`config.mk`:
```
export PLATFORM = sky130hd
export DESIGN_NAME = video_frame_sink
export DESIGN_NICKNAME = d
export VERILOG_FILES = /design/src/rtl/video_pkg.sv /design/src/rtl/video_frame_sink_edge_det.sv /design/src/rtl/video_frame_sink.sv
export SDC_FILE = /design/constraint.sdc
export NUM_CORES = 1
export LEC_CHECK = 0
export CAP_MARGIN = 20
export CORE_MARGIN = 2
export CORE_UTILIZATION = 55
export CTS_CLUSTER_SIZE = 28
export DETAILED_ROUTE_END_ITERATION = 10
export PLACE_DENSITY = 0.87
export SLEW_MARGIN = 20
export SYNTH_ARGS = -nofsm -noshare
export SYNTH_HDL_FRONTEND = slang
export SYNTH_SLANG_ARGS = --single-unit
export TNS_END_PERCENT = 20
```
`constraint.sdc`:
```
create_clock -name clk -period 5.25 [get_ports clk]
set_clock_uncertainty 0.05 [all_clocks]
set_input_delay 1.3125 -clock clk [delete_from_list [all_inputs] [get_ports clk]]
set_output_delay 1.3125 -clock clk [all_outputs]
set_load 0.02 [all_outputs]
```
`src/rtl/video_pkg.sv`:
```
// rtl/video_pkg.sv - shared constants, error bit indices and FSM states for the video frame sink
package video_pkg;

  // default image geometry and pixel width
  localparam int VID_W  = 32;
  localparam int VID_H  = 32;
  localparam int VID_AW = 10;
  localparam int VID_DW = 8;

  // bit positions inside the sticky per-frame error word
  localparam int ERR_SHORT = 0;
  localparam int ERR_LONG  = 1;
  localparam int ERR_LINES = 2;
  localparam int ERR_COORD = 3;

  typedef enum logic [1:0] {
    IDLE      = 2'd0,
    WAIT_LINE = 2'd1,
    LINE      = 2'd2
  } state_t;

endpackage

```
`src/rtl/video_frame_sink_edge_det.sv`:
```
// rtl/video_frame_sink_edge_det.sv - registered rise/fall detector for a level framing signal
module edge_det #(
  parameter logic RST_VAL = 1'b0
) (
  input  logic clk,
  input  logic rst_n,
  input  logic sig,
  output logic rise,
  output logic fall
);

  logic sig_q;

  // one-cycle history of the input; the reset value decides whether a level
  // already high at reset release counts as a rising edge
  always_ff @(posedge clk or negedge rst_n) begin
    if (!rst_n) sig_q <= RST_VAL;
    else        sig_q <= sig;
  end

  assign rise = sig & ~sig_q;
  assign fall = ~sig & sig_q;

endmodule

```
`src/rtl/video_frame_sink.sv`:
```
// rtl/video_frame_sink.sv - framing checker and frame-buffer writer for the data_gen pixel stream
module video_frame_sink
  import video_pkg::*;
#(
  parameter int W  = VID_W,
  parameter int H  = VID_H,
  parameter int AW = VID_AW,
  parameter int DW = VID_DW
) (
  input  logic          clk,
  input  logic          rst_n,
  input  logic          fs,
  input  logic          hs,
  input  logic [DW-1:0] data,
  input  logic [10:0]   hang_cnt_out,
  input  logic [10:0]   lie_cnt_out,
  output logic          wr_en,
  output logic [AW-1:0] wr_addr,
  output logic [DW-1:0] wr_data,
  output logic          frame_done,
  output logic          frame_ok,
  output logic [3:0]    err,
  output logic [31:0]   pix_sum,
  output logic [15:0]   frame_cnt
);

  localparam logic [10:0]   W_C = 11'(W);
  localparam logic [10:0]   H_C = 11'(H);
  localparam logic [AW-1:0] W_A = AW'(W);

  logic fs_rise, fs_fall, hs_fall, hs_rise_unused;

  state_t        state, state_n;
  logic [10:0]   row, row_n, col, col_n;
  logic [31:0]   sum, sum_n;
  logic [AW-1:0] addr, addr_n;   // next write address, realigned to line_base at each line close
  logic [AW-1:0] base, base_n;   // row*W, advanced by W per closed line
  logic          open_frame, accept, close_line, end_frame;

  logic          wr_en_n, done_n, ok_n;
  logic [AW-1:0] wr_addr_n;
  logic [DW-1:0] wr_data_n;
  logic [3:0]    err_n;
  logic [31:0]   psum_n;
  logic [15:0]   fcnt_n;

  // fs history resets high so a frame already running at reset release is
  // ignored until fs drops and rises again
  edge_det #(.RST_VAL(1'b1)) u_fs_edge (
    .clk  (clk),
    .rst_n(rst_n),
    .sig  (fs),
    .rise (fs_rise),
    .fall (fs_fall)
  );

  edge_det #(.RST_VAL(1'b0)) u_hs_edge (
    .clk  (clk),
    .rst_n(rst_n),
    .sig  (hs),
    .rise (hs_rise_unused),
    .fall (hs_fall)
  );

  // next-state: frame open, pixel accept, line close and frame end, applied in
  // that order so a frame that opens with hs already high takes its first pixel
  always_comb begin
    state_n    = state;
    row_n      = row;
    col_n      = col;
    sum_n      = sum;
    addr_n     = addr;
    base_n     = base;
    err_n      = err;
    wr_en_n    = 1'b0;
    wr_addr_n  = wr_addr;
    wr_data_n  = wr_data;
    done_n     = 1'b0;
    ok_n       = frame_ok;
    psum_n     = pix_sum;
    fcnt_n     = frame_cnt;
    open_frame = 1'b0;
    accept     = 1'b0;
    close_line = 1'b0;
    end_frame  = 1'b0;

    if (state == IDLE && fs_rise) begin
      open_frame = 1'b1;
      state_n    = WAIT_LINE;
      row_n      = '0;
      col_n      = '0;
      sum_n      = '0;
      addr_n     = '0;
      base_n     = '0;
      err_n      = '0;
    end

    accept     = (open_frame || state != IDLE) && fs && hs;
    close_line = (state == LINE) && (hs_fall || fs_fall);
    end_frame  = (state != IDLE) && fs_fall;

    if (accept) begin
      state_n = LINE;
      // lines beyond the frame height are only counted, never stored or checked
      if (row_n < H_C) begin
        if (hang_cnt_out != row_n || lie_cnt_out != col_n) err_n[ERR_COORD] = 1'b1;
        if (col_n < W_C) begin
          wr_en_n   = 1'b1;
          wr_addr_n = addr_n;
          wr_data_n = data;
          addr_n    = addr_n + AW'(1);
          sum_n     = sum_n + 32'(data);
        end
      end
      if (col_n >= W_C) err_n[ERR_LONG] = 1'b1;
      // col keeps counting past W so coordinates stay comparable with the sender
      if (col_n != '1) col_n = col_n + 11'd1;
    end

    if (close_line) begin
      if (col_n < W_C)  err_n[ERR_SHORT] = 1'b1;
      if (row_n >= H_C) err_n[ERR_LINES] = 1'b1;
      if (row_n != '1)  row_n = row_n + 11'd1;
      col_n   = '0;
      base_n  = base_n + W_A;
      addr_n  = base_n;
      state_n = WAIT_LINE;
    end

    if (end_frame) begin
      if (row_n != H_C) err_n[ERR_LINES] = 1'b1;
      state_n = IDLE;
      done_n  = 1'b1;
      ok_n    = (err_n == 4'd0);
      psum_n  = sum_n;
      fcnt_n  = frame_cnt + 16'd1;
    end
  end

  // FSM state register
  always_ff @(posedge clk or negedge rst_n) begin
    if (!rst_n) state <= IDLE;
    else        state <= state_n;
  end

  // per-frame position, address and checksum accumulator
  always_ff @(posedge clk or negedge rst_n) begin
    if (!rst_n) begin
      row  <= '0;
      col  <= '0;
      sum  <= '0;
      addr <= '0;
      base <= '0;
    end else begin
      row  <= row_n;
      col  <= col_n;
      sum  <= sum_n;
      addr <= addr_n;
      base <= base_n;
    end
  end

  // registered outputs: writes and frame status appear one cycle after the event
  always_ff @(posedge clk or negedge rst_n) begin
    if (!rst_n) begin
      wr_en      <= 1'b0;
      wr_addr    <= '0;
      wr_data    <= '0;
      frame_done <= 1'b0;
      frame_ok   <= 1'b0;
      err        <= '0;
      pix_sum    <= '0;
      frame_cnt  <= '0;
    end else begin
      wr_en      <= wr_en_n;
      wr_addr    <= wr_addr_n;
      wr_data    <= wr_data_n;
      frame_done <= done_n;
      frame_ok   <= ok_n;
      err        <= err_n;
      pix_sum    <= psum_n;
      frame_cnt  <= fcnt_n;
    end
  end

endmodule

```
; ---- Word level (Yosys, flattened, before mapping)
; Cells that the tools add are included.
[op_classes]
mux = 40
bitwise_logic = 6
magnitude_cmp = 5
n_eq_ne = 6
n_addsub = 6
n_reduce_logical = 13
[ops]
columns = operator, n
row1 = 32-bit 2-to-1 mux, 4
row2 = 11-bit 2-to-1 mux, 7
row3 = 10-bit 2-to-1 mux, 7
row4 = 11-bit by 6-bit less-than comparator with 1-bit output (second input constant), 3
row5 = 32-bit by 8-bit adder with 32-bit output, 1
row6 = 11-bit by 1-bit adder with 11-bit output (second input constant), 2
row7 = 11-bit by 6-bit >= comparator with 1-bit output (second input constant), 2
row8 = 11-bit != test, 2
row9 = 11-bit != test (second input constant), 2
row10 = 1-bit 2-to-1 mux, 17
row11 = 16-bit by 1-bit adder with 16-bit output (second input constant), 1
row12 = 11-bit by 6-bit != test with 1-bit output (second input constant), 1
row13 = 10-bit by 1-bit adder with 10-bit output (second input constant), 1
row14 = 10-bit by 6-bit adder with 10-bit output (second input constant), 1
row15 = 2-bit 2-to-1 mux, 4
row16 = 1-bit logical AND, 5
row17 = 4-bit logical NOT, 1
row18 = 4-bit 2-to-1 mux, 1
row19 = 4-bit nonzero test, 1
row20 = 1-bit bitwise AND, 3
row21 = 1-bit logical OR, 3
row22 = 1-bit inverter, 3
row23 = 3-bit AND reduction, 1
row24 = 2-bit == test (second input constant), 1
row25 = other kinds (2), 2
[totals]
reg_bits = 151
output_inout_bits = 73

; ---- Depth between registers and ports, before layout
; Gate-level depths: netlist of the first run.
[logic_depth]
word_depth = 12
depth_mapped = 17
mapped_depth_nobuf = 13

; ---- Modules after synthesis
; From an unflattened synthesis of the first run, not the netlist that was laid out.
[hier_totals]
cells_unflattened = 838
area_unflattened_um2 = 7812.5
[by_module_without_submodules]
columns = module, area_per_inst_um2, seq_area_each_um2, instances, cells_each
row1 = video_frame_sink, 7731.2, 3728.6, 1, 832
row2 = edge_det at u_fs_edge, 41.3, 26.3, 1, 3
row3 = edge_det at u_hs_edge, 40.0, 25.0, 1, 3

; ---- Least setup slack after synthesis of the first run
; OpenSTA, ideal clock, no wires.
[synth_path]
kind = input to register
start = input port fs
end = register frame_ok
t_arrival_ps = 4325
cell_stages = 15
setup_ps = 104
n_path_buf = 4
slack_ps = 771
cell_sequence = or4b_1 > buf_2 > clkbuf_1 > clkbuf_1 > buf_1 > nand2_1 > inv_1 > ha_1 > nand3_1 > a2111oi_0 > xnor2_1 > o211ai_1 > a2111oi_2 > nand3_1 > o41ai_2
[synth_between]
elab_chain_cells = 11
elab_cells_between_ends = 42
classes_between = 2 x add/sub / 4 x order compare / 5 x eq/ne / 19 x mux / 3 x bitwise / 9 x reduce/logical
[synth_lines]
columns = item, line
row1 = "start, declared", video_frame_sink.sv:12  ; input logic fs,
row2 = "parallel branches: the longest is 11 deep, another holds 11-bit by 1-bit adder with 11-bit output", -
row3 = "end signal, assigned", video_frame_sink.sv:179  ; frame_ok <= ok_n;
row4 = "end, declared", video_frame_sink.sv:21  ; output logic frame_ok,
; Parallel ways; which one is timed is not known. The select of a mux whose other input is x is not followed.
; A chain may end at the register's enable or synchronous reset.

; ---- Worst setup path in the final report of the first run
[layout_path]
start = input port fs
end = register pix_sum[27]
[layout_between]
elab_chain_cells = 7
elab_cells_between_ends = 18
classes_between = 1 x add/sub / 2 x order compare / 7 x mux / 3 x bitwise / 5 x reduce/logical
[layout_lines]
columns = item, line
row1 = 1-bit bitwise AND, video_frame_sink_edge_det.sv:21  ; assign rise = sig & ~sig_q;
row2 = 1-bit logical AND, video_frame_sink.sv:87  ; if (state == IDLE && fs_rise) begin
row3 = 32-bit 2-to-1 mux (tied with other cells), video_frame_sink.sv:87
row4 = 32-bit by 8-bit adder with 32-bit output (tied with other cells), video_frame_sink.sv:112  ; sum_n = sum_n + 32'(data);
row5 = 32-bit 2-to-1 mux / 1-bit logical AND (equally long branches), "video_frame_sink.sv:107, video_frame_sink.sv:98"
row6 = 32-bit 2-to-1 mux / 1-bit logical AND (equally long branches), "video_frame_sink.sv:105, video_frame_sink.sv:98"
row7 = 32-bit 2-to-1 mux, video_frame_sink.sv:102  ; if (accept) begin
row8 = "end signal, assigned", video_frame_sink.sv:181  ; pix_sum <= psum_n;
row9 = "end, declared", video_frame_sink.sv:23  ; output logic [31:0] pix_sum,
; Several ways; a longest one is shown, not always the timed one.

==> results of run 1 <==
## synthesized netlist by cell type (2+ instances only)
master and instances:
a2111oi_1 2, and2_1 12, o32ai_1 8, o21ai_0 57
mux2i_1 4, nor4bb_1 7, inv_2 2, o31ai_1 2
nor2_1 66, nand3b_1 3, inv_1 22, buf_2 7
nor3_1 14, o211ai_1 5, nand4_1 22, a211oi_1 4
nand2b_1 8, dfrtp_1 150, buf_1 2, mux2_2 10
nand2_1 162, a21o_1 3, o2111ai_1 3, or3_1 3
a222oi_1 2, xor2_1 27, xnor2_1 45, nor2b_1 7
nand3_1 26, clkbuf_1 30, o21ai_1 4, and3_1 10
and4_1 3, a21oi_1 25, ha_1 15, nor4_2 2
nor4_1 4, a31oi_1 9
## kinds of logic after synthesis
logic type	after synthesis	synth area share
multiplexers	14	0.0200
AND/OR/NAND/NOR	356	0.223
XOR/XNOR	72	0.0827
buffers and inverters	65	0.0338
adder cells (fa/ha/maj)	16	0.0273
flip-flops	151	0.496
AO/OA/AOI/OAI	140	0.117
## routing by layer
metal | vias up | routed length (um) | share of wire
met5 | - | 0 | 0
li1 | 3009 | - | -
met3 | 33 | 1100 | 0.059
met4 | 0 | 332 | 0.018
met2 | 232 | 9090 | 0.49
met1 | 3064 | 8080 | 0.43
## layout by cell type (no fill, tap or decap), drive strengths merged, types with 20 or more instances in the layout
master,count
nor2,66
clkbuf,20
nand2,162
inv,24
clkdlybuf4s50,105
nand3,26
nand4,23
dfrtp,150
xor2,27
o21ai,61
xnor2,45
a21oi,26
## sequential cells by signal (all words and copies together), names as in the netlist
| name | cells |
|---|---|
| u_hs_edge.sig_q | 1 |
| sum | 32 |
| base | 10 |
| wr_data | 8 |
| pix_sum | 32 |
| frame_cnt | 16 |
| frame_ok | 1 |
| frame_done | 1 |
| wr_en | 1 |
| u_fs_edge.sig_q | 1 |
| err | 4 |
| state | 2 |
| row | 11 |
| wr_addr | 10 |
| col | 11 |
| addr | 10 |
## metrics by stage
stage | hold slack, ps | setup slack [ps] | instance area, um2 | total power, mW
2_1_floorplan | 398 | 771 | 7620 | 2.31
3_3_place_gp | 410 | 330 | 8840 | 2.76
3_5_place_dp | 416 | 221 | 8840 | 2.81
4_1_cts | 425 | 626 | 9450 | 4.06
5_1_grt | 450 | 366 | 9480 | 4.28
6_report | 419 | 564 | 9480 | 4.06
## worst max path at each step
stage / from / to / slack [ps] / cells after the start
4_1_cts: fs / pix_sum[11] / 630 / 11
3_3_place_gp: fs / pix_sum[27] / 330 / 11
5_1_grt: fs / frame_ok / 370 / 12
3_5_place_dp: fs / pix_sum[11] / 220 / 11
2_1_floorplan: fs / frame_ok / 770 / 15
6_report: fs / pix_sum[27] / 560 / 11
## worst register-to-register path: cells and delay by family (launching register included)
family / cells / cell delay, ps
AOI/OAI and AO/OA: 3 / 670
xor gates and xnor gates: 1 / 190
adders and majority gates: 1 / 380
DFF: 1 / 500
and+or+nand+nor: 5 / 1870
## cell type report
cell class	count	area (um2)	share of cell area
Sequential cell	151	3780	0.399
Multi-Input combinational cell	598	3590	0.379
Timing Repair Buffer	119	1180	0.124
Clock buffer	20	457	0.0482
Tap cell	180	225	0.0238
Clock inverter	12	151	0.0160
Inverter	24	90.1	0.00950
## where the power goes
| part | switching [mW] | internal [mW] |
|---|---|---|
| Combinational | 0.704 | 0.542 |
| Sequential | 0.196 | 1.38 |
| Clock | 0.470 | 0.771 |
==> results.sh, run 1 <==
export IMPL_slowest_stage="or4b_2"
export IMPL_crit_path_frequent_cell="nand3_1"
export IMPL_cp_start_kind="input port"
export IMPL_grt_usage=0.263
export IMPL_finalHoldViolations=0
export IMPL_synthTopCellsByArea="dfrtp_1, nand2_1, xnor2_1"
export IMPL_slew_limit_headroom=0.450
export IMPL_reg2regPathDepth=10
export IMPL_diodes=0
export IMPL_nets=961
export IMPL_r2r_start="state[1]"
export IMPL_max_freq_mhz=213
export IMPL_p_per_area_nw_per_um2=429
export IMPL_maxSlewViolCount=0
export IMPL_io_buffers=106
export IMPL_ys_flop_type="dfrtp_1"
export IMPL_start_util=0.555
export IMPL_drt_initial_drc_count=538
export IMPL_post_cts_resized=0
export IMPL_crit_buf_inv=1
export IMPL_yosysTopAreaCell="dfrtp_1"
export IMPL_gp_congestion=0.919
export IMPL_max_stage_delay_ps=860
export IMPL_grt_overflow_total=0
export IMPL_hold_buffers=0
export IMPL_maxCapViolations=0
export IMPL_syn_instance_count=814
export IMPL_dieArea_um2=14800
export IMPL_dr_total_vias=6338
export IMPL_ctsRootBufferMaster="clkbuf_16"
export IMPL_post_cts_buffers=0
export IMPL_clkLatencyLatePin_ps=420
export IMPL_critPathKind="input port to flip-flop"
export IMPL_crit_chain="clkdlybuf4s50_1, or4b_2, and2_1, ha_1, nand3_1, o211ai_1, o221a_2, nand3_1, nor4_2, xnor2_1, o21ai_1"
export IMPL_cp_end_kind="flip-flop"
export IMPL_route_detailed_drc=0
export IMPL_synth_seq_cells=151
export IMPL_yosysSeqAreaShare=0.496
export IMPL_worst_slew_pin_slew_ps=825
export IMPL_dp_cells=1071
export IMPL_setup_viol=0
export IMPL_status="complete, no violations"
export IMPL_row_count=43
export IMPL_worstHoldEndpoint="frame_cnt[15]"
export IMPL_r2r_end="pix_sum[27]"
export IMPL_clkSinkCount=151
export IMPL_p_leak_nw=4.15
export IMPL_crit_arrival_ps=4920
export IMPL_grt_pass1_vias=6146
export IMPL_dr_pass1_iters=5
export IMPL_yosys_warnings=0
export IMPL_grt_max_degree=83
export IMPL_groute_layer_met2_usage=0.433
export IMPL_grt_busiest_layer="met2"
export IMPL_ir_drop_v=0.000415
export IMPL_use_met3=0.0613
export IMPL_numCtsBuffers=17
export IMPL_drtAntennaViolNets=0
export IMPL_synth_nets=864
export IMPL_cts_tree="done"
export IMPL_min_from="frame_cnt[15]"
export IMPL_drive_gt1_frac=0.0779
export IMPL_fillers=1018
export IMPL_synth_edf_count=0
export IMPL_finalWirelength_mm=18.6
export IMPL_grt_pass1_wl_mm=30.4
export IMPL_die_h_um=122
export IMPL_synth_async_reset_ratio=1.00
export IMPL_period_share=0.893
export IMPL_core_area_um2=13700
export IMPL_r2r_setup_slack_ps=1460
export IMPL_post_dp_hpwl_mm=12.9
export IMPL_viasPerCell=5.74
export IMPL_fin_util=0.691
export IMPL_fin_cells=1104
export IMPL_period_minus_slack_ps=4690
export IMPL_synth_area_um2=7620
export IMPL_io_pin_count=107
export IMPL_clock_path_buffers=2
export IMPL_syn_area_per_cell_um2=9.36
export IMPL_worstPathRequired_ps=5480
export IMPL_path_delay_family="simple AND/OR/NAND/NOR gates"
export IMPL_post_drt_wl_per_cell_um=16.8
export IMPL_hold_path_depth=1
export IMPL_synth_cell_types=65
export IMPL_rsz0062_at_grt="no"
export IMPL_area_growth_pct=24.4
export IMPL_htreeDepth=4
export IMPL_yosysTopAreaCellShare=0.493
export IMPL_hold_class="flip-flop to flip-flop"
export IMPL_path_max_fanout=17
export IMPL_clk_pin_slew_worst_paths_ps=60
export IMPL_met1_usage=0.348
export IMPL_die_w_um=122
export IMPL_antenna_found_initial=0
export IMPL_tns_ps=0
Power figures use the tool's default switching activity.
==> run 2: changes to the inputs <==
Settings changed: SYNTH_HIERARCHICAL set to 1.
==> results.sh, run 2 <==
export IMPL_maxSlewViolCount=0
export IMPL_p_per_area_nw_per_um2=432
export IMPL_crit_chain="clkdlybuf4s50_1, nor2b_1, or3b_2, and2_1, ha_1, nor2b_1, o21ai_0, a21boi_0, o21a_1, o211ai_1, or3_1, a31oi_1"
export IMPL_antenna_found_initial=0
export IMPL_post_cts_buffers=0
export IMPL_max_stage_delay_ps=600
export IMPL_p_leak_nw=4.22
export IMPL_finalHoldViolations=0
export IMPL_yosys_warnings=6
export IMPL_post_cts_resized=0
export IMPL_post_drt_wl_per_cell_um=17.2
export IMPL_diodes=0
export IMPL_period_share=0.905
export IMPL_dr_total_vias=6577
export IMPL_die_h_um=123
export IMPL_crit_buf_inv=1
export IMPL_core_area_um2=13900
export IMPL_synth_nets=887
export IMPL_dieArea_um2=15200
export IMPL_cts_tree="done"
export IMPL_gp_congestion=0.914
export IMPL_drt_initial_drc_count=530
export IMPL_setup_ws_ps=497
export IMPL_ir_drop_v=0.000289
export IMPL_worst_slew_pin_slew_ps=899
export IMPL_critPathKind="input port to flip-flop"
export IMPL_grt_max_degree=98
export IMPL_crit_arrival_ps=5040
export IMPL_viasPerCell=5.82
export IMPL_path_delay_family="simple AND/OR/NAND/NOR gates"
export IMPL_area_growth_pct=23.3
export IMPL_top_regs="pix_sum: 32 flops, sum: 32 flops, frame_cnt: 16 flops"
export IMPL_htreeDepth=4
export IMPL_syn_area_per_cell_um2=9.33
export IMPL_setup_viol=0
export IMPL_dp_slack_ps=149
export IMPL_grt_pass1_vias=6463
export IMPL_route_detailed_drc=0
export IMPL_drive_gt1_frac=0.0831
export IMPL_die_w_um=123
export IMPL_maxCapViolations=0
export IMPL_hold_class="flip-flop to flip-flop"
export IMPL_clk_pin_slew_worst_paths_ps=60
export IMPL_dr_pass1_iters=7
export IMPL_finalWirelength_mm=19.5
export IMPL_hold_buffers=0
export IMPL_grt_pass1_wl_mm=31.8
export IMPL_io_buffers=106
export IMPL_cp_end_kind="flip-flop"
export IMPL_status="complete, no violations"
export IMPL_synth_area_um2=7810
export IMPL_start_util=0.562
export IMPL_rsz0062_at_grt="no"
export IMPL_syn_instance_count=837
export IMPL_nets=990
export IMPL_grt_usage=0.269
export IMPL_clkSinkCount=151
export IMPL_max_freq_mhz=210
export IMPL_final_cell_mix="dfrtp_1, nand2_1, clkdlybuf4s50_1"
export IMPL_path_max_fanout=10
export IMPL_post_dp_hpwl_mm=13.1
export IMPL_cp_start_kind="input port"
export IMPL_slew_limit_headroom=0.401
export IMPL_clkLatencyLatePin_ps=430
export IMPL_ctsRootBufferMaster="clkbuf_16"
export IMPL_numCtsBuffers=17
export IMPL_row_count=43
export IMPL_period_minus_slack_ps=4750
export IMPL_crit_path_frequent_cell="nor2b_1"
export IMPL_final_common_cell="dfrtp_1"
export IMPL_tns_ps=0
export IMPL_fillers=1052
export IMPL_grt_overflow_total=0
export IMPL_slowest_stage="or3b_2"
export IMPL_clock_path_buffers=2
export IMPL_power_total_mw=4.16
export IMPL_fin_hold_ws_ps=418
export IMPL_io_pin_count=107
export IMPL_drtAntennaViolNets=0
export IMPL_fin_util=0.693
export IMPL_worstPathRequired_ps=5540
[run 2: changes by cell type in the layout (fill, tap and decap cells not counted), moves of 6 or more]
| cell | change |
|---|---|
| nand2_1 | -24 |
| nor4_1 | +10 |
| xor2_1 | -10 |
| inv_1 | +7 |
| nor2_1 | +7 |
| and2_1 | +6 |
| buf_4 | +6 |
| nand3_1 | +6 |
| o21a_1 | +6 |
| o22ai_1 | +6 |
[run 2: path summary, 6_finish.rpt]
path	slack, ps	cells after the start	end	from
min in group asynchronous	900	1	col[2]	rst_n
worst max-delay path	500	12	pix_sum[28]	fs
max in group asynchronous	3280	2	wr_data[2]	rst_n
worst min-delay path	420	1	frame_cnt[15]	frame_cnt[15]
worst min register to register	420	1	frame_cnt[15]	frame_cnt[15]
worst max register to register	1640	11	pix_sum[28]	u_fs_edge/sig_q
[run 2: layout make-up]
type                            count  area [um2]  area share
Sequential cell                   151        3780       0.393
Multi-Input combinational cell    616        3740       0.388
Clock inverter                     11         128      0.0133
Timing Repair Buffer              124        1200       0.124
Inverter                           30         113      0.0117
Clock buffer                       19         443      0.0460
Tap cell                          180         225      0.0234
[run 2: report_power, final]
part | internal, mW | leakage [nW] | switching, mW
logic | 0.575 | 1.92 | 0.803
clock network | 0.708 | 0.271 | 0.491
registers | 1.39 | 2.02 | 0.196
[run 2: worst register-to-register path: cells and delay by family, from the launching register on]
| family | cells | cell delay (ps) |
|---|---|---|
| AND/OR/NAND/NOR | 5 | 1620 |
| AO/OA/AOI/OAI | 5 | 1170 |
| flip-flops | 1 | 360 |
| adder cells (fa/ha/maj) | 1 | 320 |
[run 2: per-layer routing]
layer,wire (um),global-route usage,up-vias,share of wire
li1,-,-,3119,-
met1,8710,0.378,3171,0.45
met2,9260,0.424,245,0.48
met3,1100,0.0392,42,0.056
met4,404,0.103,0,0.021
met5,0,0,-,0
[run 2: per-stage QoR]
| stage | cells | instance area, um2 |
|---|---|---|
| final | 1131 | 9620 |
| after global routing | 1131 | 9620 |
| after CTS | 1131 | 9620 |
| after detailed placement | 1101 | 9050 |
| after global placement | 1101 | 9050 |
| after floorplan | 837 | 7810 |
==> run 3: changes to the inputs <==
Settings changed: ABC_AREA set to 1, GPL_TIMING_DRIVEN set to 0.
==> results.sh, run 3 <==
export IMPL_status="complete, no violations"
export IMPL_antenna_found_initial=0
export IMPL_final_common_cell="nand2_1"
export IMPL_reg2regPathDepth=17
export IMPL_fin_util=0.696
export IMPL_dp_cells=1394
export IMPL_syn_area_per_cell_um2=7.47
export IMPL_rsz0062_at_grt="no"
export IMPL_max_stage_delay_ps=540
export IMPL_dieArea_um2=16000
export IMPL_io_buffers=106
export IMPL_p_leak_nw=5.19
export IMPL_p_sw_mw=1.58
export IMPL_worstHoldEndpoint="frame_cnt[15]"
export IMPL_worst_slew_pin_slew_ps=727
export IMPL_drt_initial_drc_count=687
export IMPL_finalWirelength_mm=21.4
export IMPL_die_w_um=126
export IMPL_p_per_area_nw_per_um2=428
export IMPL_swShare=0.364
export IMPL_grt_usage=0.274
export IMPL_fin_cells=1424
export IMPL_final_cell_mix="nand2_1, dfrtp_1, inv_1"
export IMPL_period_share=0.929
export IMPL_grt_max_degree=102
export IMPL_period_minus_slack_ps=4880
export IMPL_crit_arrival_ps=5120
export IMPL_clk_pin_slew_worst_paths_ps=60
export IMPL_post_dp_hpwl_mm=15.4
export IMPL_ir_drop_v=0.000271
export IMPL_worstPathRequired_ps=5490
export IMPL_max_freq_mhz=205
export IMPL_post_drt_wl_per_cell_um=15.1
export IMPL_area_growth_pct=23.3
export IMPL_setup_viol=0
export IMPL_r2r_start="u_fs_edge/sig_q"
export IMPL_seqPwrFrac=0.361
export IMPL_crit_chain="clkdlybuf4s50_1, inv_1, nor2_1, inv_1, nor2_1, clkbuf_2, nor2_1, ha_1, nand3_1, nand2_1, nand2_1, a22oi_1, nand3_1, a21oi_1, nand2_1, nand2_1, a31oi_1"
export IMPL_crit_buf_inv=4
export IMPL_grt_pass1_vias=7283
export IMPL_cts_tree="done"
export IMPL_r2r_setup_slack_ps=1290
export IMPL_grt_overflow_total=0
export IMPL_nets=1278
export IMPL_crit_path_frequent_cell="nand2_1"
export IMPL_clock_path_buffers=2
export IMPL_path_max_fanout=19
export IMPL_cp_end_kind="flip-flop"
export IMPL_syn_instance_count=1103
export IMPL_drtAntennaViolNets=0
export IMPL_maxSlewViolCount=0
export IMPL_gp_congestion=0.955
export IMPL_comb_power_share=0.349
export IMPL_min_from="frame_cnt[15]"
export IMPL_io_pin_count=107
export IMPL_maxCapViolations=0
export IMPL_hold_class="flip-flop to flip-flop"
export IMPL_die_h_um=126
export IMPL_clkSinkCount=151
export IMPL_numCtsBuffers=17
export IMPL_r2r_end="pix_sum[22]"
export IMPL_drive_gt1_frac=0.0661
export IMPL_hold_path_depth=1
export IMPL_core_area_um2=14600
export IMPL_clkPwrFrac=0.290
export IMPL_viasPerCell=5.38
export IMPL_critPathKind="input port to flip-flop"
export IMPL_post_cts_buffers=0
export IMPL_diodes=0
export IMPL_route_detailed_drc=0
export IMPL_synth_area_um2=8240
export IMPL_htreeDepth=4
export IMPL_ctsRootBufferMaster="clkbuf_16"
export IMPL_fillers=1151
export IMPL_slew_limit_headroom=0.514
export IMPL_tns_ps=0
export IMPL_dr_pass1_iters=5
export IMPL_p_int_mw=2.77
export IMPL_synth_nets=1153
export IMPL_yosys_warnings=6
export IMPL_dr_total_vias=7661
export IMPL_start_util=0.565
export IMPL_cp_start_kind="input port"
export IMPL_clkLatencyLatePin_ps=440
export IMPL_top_regs="pix_sum: 32 flops, sum: 32 flops, frame_cnt: 16 flops"
export IMPL_row_count=44
export IMPL_path_delay_family="simple AND/OR/NAND/NOR gates"
export IMPL_grt_pass1_wl_mm=34.9
export IMPL_finalHoldViolations=0
export IMPL_slowest_stage="clkdlybuf4s50_1"
run 3: power groups by stage:
stage	clock network, mW	registers [mW]	logic [mW]
floorplan	0	1.73	0.758
global placement	0	1.58	1.44
detailed placement	0	1.58	1.49
CTS	1.27	1.57	1.51
global route	1.32	1.60	1.67
finish	1.26	1.57	1.52
run 3: final cells by class:
class | count | area [um2] | area share
clock buffers | 21 | 450 | 0.0443
clock inverters | 10 | 146 | 0.0144
multi-input cells | 776 | 3770 | 0.371
inverters | 149 | 559 | 0.0551
well taps | 184 | 230 | 0.0227
repair buffers | 107 | 1090 | 0.108
flip-flops and latches | 151 | 3780 | 0.372
plain buffers | 26 | 130 | 0.0128
run 3: metal layers:
layer	vias to the layer above	share of wire	wire length, um	track usage
met3	46	0.068	1450	0.0451
met4	0	0.021	450	0.105
met5	-	0	0	0
met1	3563	0.44	9540	0.382
met2	318	0.47	10000	0.432
li1	3734	-	-	-
run 3: timing repair:
action | CTS | global route
hold buffers | 0 | 0
gates resized for setup | 1 | 0
endpoints found under the setup margin | 6 | 25
run 3: per-stage QoR:
step                hold slack, ps  power, mW  instance area (um2)  worst slack, ps
floorplan                      415       2.49                 8240             1220
global placement               403       3.02                 9530            -3210
detailed placement             415       3.07                 9560             -460
CTS                            431       4.35                10200              101
global route                   446       4.59                10200             44.3
finish                         430       4.35                10200              370
run 3: how the worst max path moves through the flow:
stage	from	to	slack [ps]	cells past startpoint
after global routing	fs	pix_sum[24]	40	17
final	fs	pix_sum[15]	370	17
after detailed placement	fs	pix_sum[22]	-460	18
after global placement	rst_n	pix_sum[5]	-3210	1
after CTS	fs	pix_sum[24]	100	18
after floorplan	fs	pix_sum[22]	1220	17
run 3: worst reg2reg max path: stages (launching register included):
cell      delay [ps]
dfstp_2          530
nor2_1            90
nand2_4          130
buf_6            190
buf_4            220
buf_2            340
buf_2            330
nand2_1          140
fa_1             450
nand3b_1         200
nand2_1          100
nand2_1           80
nand2_1          150
nand4_2          200
nor2_2           290
nand4_1          190
nand3_1          130
nand2_1           60
==> variant 1 (config.mk and constraints of run 2) <==
Encoding of `state_t`: now one-hot (3 bits for 3 states).
--- a/src/rtl/video_pkg.sv
+++ b/src/rtl/video_pkg.sv
@@ -13,10 +13,10 @@
   localparam int ERR_LINES = 2;
   localparam int ERR_COORD = 3;
 
-  typedef enum logic [1:0] {
-    IDLE      = 2'd0,
-    WAIT_LINE = 2'd1,
-    LINE      = 2'd2
+  typedef enum logic [2:0] {
+    IDLE      = 3'b001,
+    WAIT_LINE = 3'b010,
+    LINE      = 3'b100
   } state_t;
 
 endpackage
Check against the original RTL: no difference found for any inputs over 4 cycles, from zero or initial values and one cycle with rst_n low; so few cycles prove little.
==> variant 1 against run 2 <==
  * Area after synthesis grew 0.29%
  * Critical path depth grew 1
  * Design area grew 0.42%
  * Sequential cell count grew 1
  * Worst hold slack is essentially flat
  * Die area grew 0.28%
  * Worst setup slack gained 0.30 ns
  * Combinational power is essentially flat
  * Power grew 3.2%
  * Wire length shrank 6.3%
  * Cell count shrank 0.88%
  * Critical path type unchanged
==> variant 1: results (changes against run 2) <==
| Metric | Value |
|---|---|
| Outcome | `complete, no violations (unchanged)` |
| Num CTS Buffers | `17 (unchanged)` |
| Port Buffers | `106 (unchanged)` |
| Initial antenna violation count | `0 (unchanged)` |
| Worst-skew pair later-pin latency | `0.42 ns` |
| Post-DP HPWL | `12,430 um (was 13,120 um)` |
| Clock-pin slew on the worst setup and hold paths | `0.06 ns (about the same)` |
| Global-route wire length before repair | `30,200 um (was 31,840 um)` |
| All-layer global routing usage | `25.25% (was 26.90%)` |
| GPL Wtd Cong | `0.8723 (was 0.9136)` |
| Pre-Repair DR Iteration Count | `6 (was 7)` |
| Max_cap viols | `0 (unchanged)` |
| Hold Crit Class | `reg2reg (unchanged)` |
| DRT iter0 DRCs | `680 (was 530)` |
| Synth Warn # | `6 (unchanged)` |
| Largest net degree at the start of global routing | `110 (was 98)` |
| Top flop regs | `pix_sum: 32 flops, sum: 32 flops, frame_cnt: 16 flops (unchanged)` |
| Fraction of layout instances using a drive strength above 1 | `7.970% (was 8.307%)` |
| Crit path DAT | `4.69 ns (was 5.04 ns)` |
| Synthesized net count | `889 (was 887)` |
| Fin nets | `978 (was 990)` |
| Total gr overflow | `0 (unchanged)` |
| Net Sw Frac | `34.64% (was 35.81%)` |
| CTS root buf | `clkbuf_16 (unchanged)` |
| Clock buffer depth | `2 (unchanged)` |
| Vias | `6,500 (was 6,577)` |
| # diodes | `0 (unchanged)` |
| H-tree depth | `4 (unchanged)` |
| Buffer count from post-CTS setup fixing | `0 (unchanged)` |
| Max FO, Critical Path | `12 (was 10)` |
| Placed Area | `9025 um^2 (was 9052 um^2)` |
| Worst R2R Setup Slack | `1.81 ns (was 1.64 ns)` |
| Worst vdd ir | `437.2 uV (was 289.0 uV)` |
| Static Leakage | `4.191 nW (was 4.215 nW)` |
| Slew headroom | `36.73% (was 40.07%)` |
| Resize count post-CTS | `0 (unchanged)` |
| Final wirelength | `18,240 um (was 19,470 um)` |
| Vias in the first global route | `6,321 (was 6,463)` |
-- variant 1: final cells by class --
class / instances / area (um^2)
repair buffers: 120 / 1167
inverters: 24 / 90.09
clock inverters: 14 / 198.9
fillers: 1051 / 4218
flip-flops and latches: 152 / 3806
multi-input cells: 613 / 3736
clock buffers: 18 / 439.2
well taps: 180 / 225.2
-- variant 1: routing by layer --
metal,up-vias,global-route usage [%],routed length [um]
met5,-,0,0
met4,0,9.091,428
li1,3079,-,-
met3,43,4.659,978
met1,3146,33.14,7742
met2,232,42.03,9087
-- variant 1: power by group through the flow --
stage                     clock network (W)  registers, W  logic, W
final                               0.00131       0.00161   0.00138
after global routing                0.00137       0.00163   0.00151
after CTS                           0.00132       0.00160   0.00138
after detailed placement                  0       0.00162   0.00136
after global placement                    0       0.00161   0.00131
after floorplan                           0       0.00172  0.000708
-- variant 1: stage by stage --
step / hold WS, ns / std cells / setup WS, ns / power, W
after floorplan: 0.3978 / 839 / 0.7101 / 0.002428
after global placement: 0.4081 / 1089 / 0.5419 / 0.002924
after detailed placement: 0.4113 / 1089 / 0.4337 / 0.002970
after CTS: 0.4242 / 1121 / 0.8567 / 0.004301
after global routing: 0.4440 / 1121 / 0.5333 / 0.004512
final: 0.4185 / 1121 / 0.7981 / 0.004293
-- variant 1: final timing paths --
| path | start | end | cells past startpoint |
|---|---|---|---|
| max reg2reg | u_fs_edge/sig_q$_DFF_PN1_ | pix_sum[12]$_DFFE_PN0P_ | 15 |
| min reg2reg | frame_cnt[15]$_DFFE_PN0P_ | frame_cnt[15]$_DFFE_PN0P_ | 1 |
| min | frame_cnt[15]$_DFFE_PN0P_ | frame_cnt[15]$_DFFE_PN0P_ | 1 |
| max | fs | pix_sum[12]$_DFFE_PN0P_ | 13 |
| max in group asynchronous | rst_n | col[4]$_DFF_PN0_ | 2 |
| min in group asynchronous | rst_n | wr_data[7]$_DFFE_PN0P_ | 1 |
-- variant 1: critical path, cell delays in order --
cell	delay, ns
clkdlybuf4s50_1	0.52
nor2b_1	0.25
nand4bb_2	0.31
and2_1	0.29
ha_1	0.33
nor2b_1	0.13
o21ai_0	0.12
a21oi_1	0.29
o21ai_0	0.12
buf_4	0.19
a2111oi_0	0.52
xnor2_1	0.19
o21ai_0	0.10
==> variant 2 (flow settings as in run 2) <==
Without the edit above. Change the parameter `RST_VAL` from 1'b1 to 1'b0.
--- a/src/rtl/video_frame_sink.sv
+++ b/src/rtl/video_frame_sink.sv
@@ -46,7 +46,7 @@
 
   // fs history resets high so a frame already running at reset release is
   // ignored until fs drops and rises again
-  edge_det #(.RST_VAL(1'b1)) u_fs_edge (
+  edge_det #(.RST_VAL(1'b0)) u_fs_edge (
     .clk  (clk),
     .rst_n(rst_n),
     .sig  (fs),
Check against the original RTL: not equivalent (a bounded check fails within 4 cycles, from zero or initial values and one cycle with rst_n low).
==> variant 2 against run 2 <==
  * Wire length decreased by 2.0%
  * Power increased by 4.3%
  * Area after synthesis about the same
  * Worst setup slack improved by 0.031 ns
  * First-iteration DRC count increased by 3.8%
  * Design area increased by 1.1%
  * Sequential cell count unchanged
  * Critical path depth increased by 1
  * Critical path type unchanged
==> variant 2: results (changes against run 2) <==
| Metric | Value |
|---|---|
| Pre-Repair DR Iteration Count | `5 (was 7)` |
| Layout Cells excl Fill | `1,132 (was 1,131)` |
| Average size of a mapped cell | `9.325 um^2 (was 9.326 um^2)` |
| Fraction of layout instances using a drive strength above 1 | `8.403% (was 8.307%)` |
| Post-DP HPWL | `12,930 um (was 13,120 um)` |
| Met2 Use GR | `41.28% (was 42.41%)` |
| Wire length on met1 | `8396 um (was 8708 um)` |
| Bufs w/o clock | `123 (was 124)` |
| Fraction of area in multi-input gates | `38.41% (was 38.84%)` |
| Max FO, Critical Path | `6 (was 10)` |
| Hold Path Depth | `2 (was 1)` |
| Dpl ws | `0.2014 ns (was 0.1489 ns)` |
| DRT iter0 DRCs | `550 (was 530)` |
| Switching Power | `0.001476 W (was 0.001490 W)` |
| Min Hold Slack | `0.4183 ns (was 0.4185 ns)` |
| Met3 wire length | `1063 um (was 1097 um)` |
| Met2 WL | `9199 um (was 9261 um)` |
| Non-clock buffers, area share | `12.43% (was 12.44%)` |
| Final core area utilization | `70.10% (was 69.33%)` |
| Layout fillers | `1,004 (was 1,052)` |
| Outcome | `complete, no violations (unchanged)` |
| Slew headroom | `47.63% (was 40.07%)` |
| Placed Area | `9036 um^2 (was 9052 um^2)` |
| Critical-path cell with the highest stage delay | `clkdlybuf4s50_1 (was or3b_2)` |
| Post-route worst setup slack | `0.5288 ns (was 0.4973 ns)` |
| Cell family with most CP delay | `compound AO/OA/AOI/OAI gates (was simple AND/OR/NAND/NOR gates)` |
==> variant 2: cell types whose count changed in the layout (fill, tap and decap cells not counted), sizes merged <==
cell	delta
buf	-1
bufinv	+4
clkbuf	-1
clkinv	+2
clkinvlp	-3
dfrtp	+1
dfstp	-1
==> variant 2: power by group through the flow <==
| stage | logic [W] | registers (W) | clock network (W) |
|---|---|---|---|
| 3_5_place_dp | 0.00136 | 0.00159 | 0 |
| 4_1_cts | 0.00138 | 0.00158 | 0.00139 |
| 3_3_place_gp | 0.00132 | 0.00159 | 0 |
| 5_1_grt | 0.00152 | 0.00161 | 0.00144 |
| 6_report | 0.00138 | 0.00158 | 0.00138 |
| 2_1_floorplan | 0.000688 | 0.00170 | 0 |
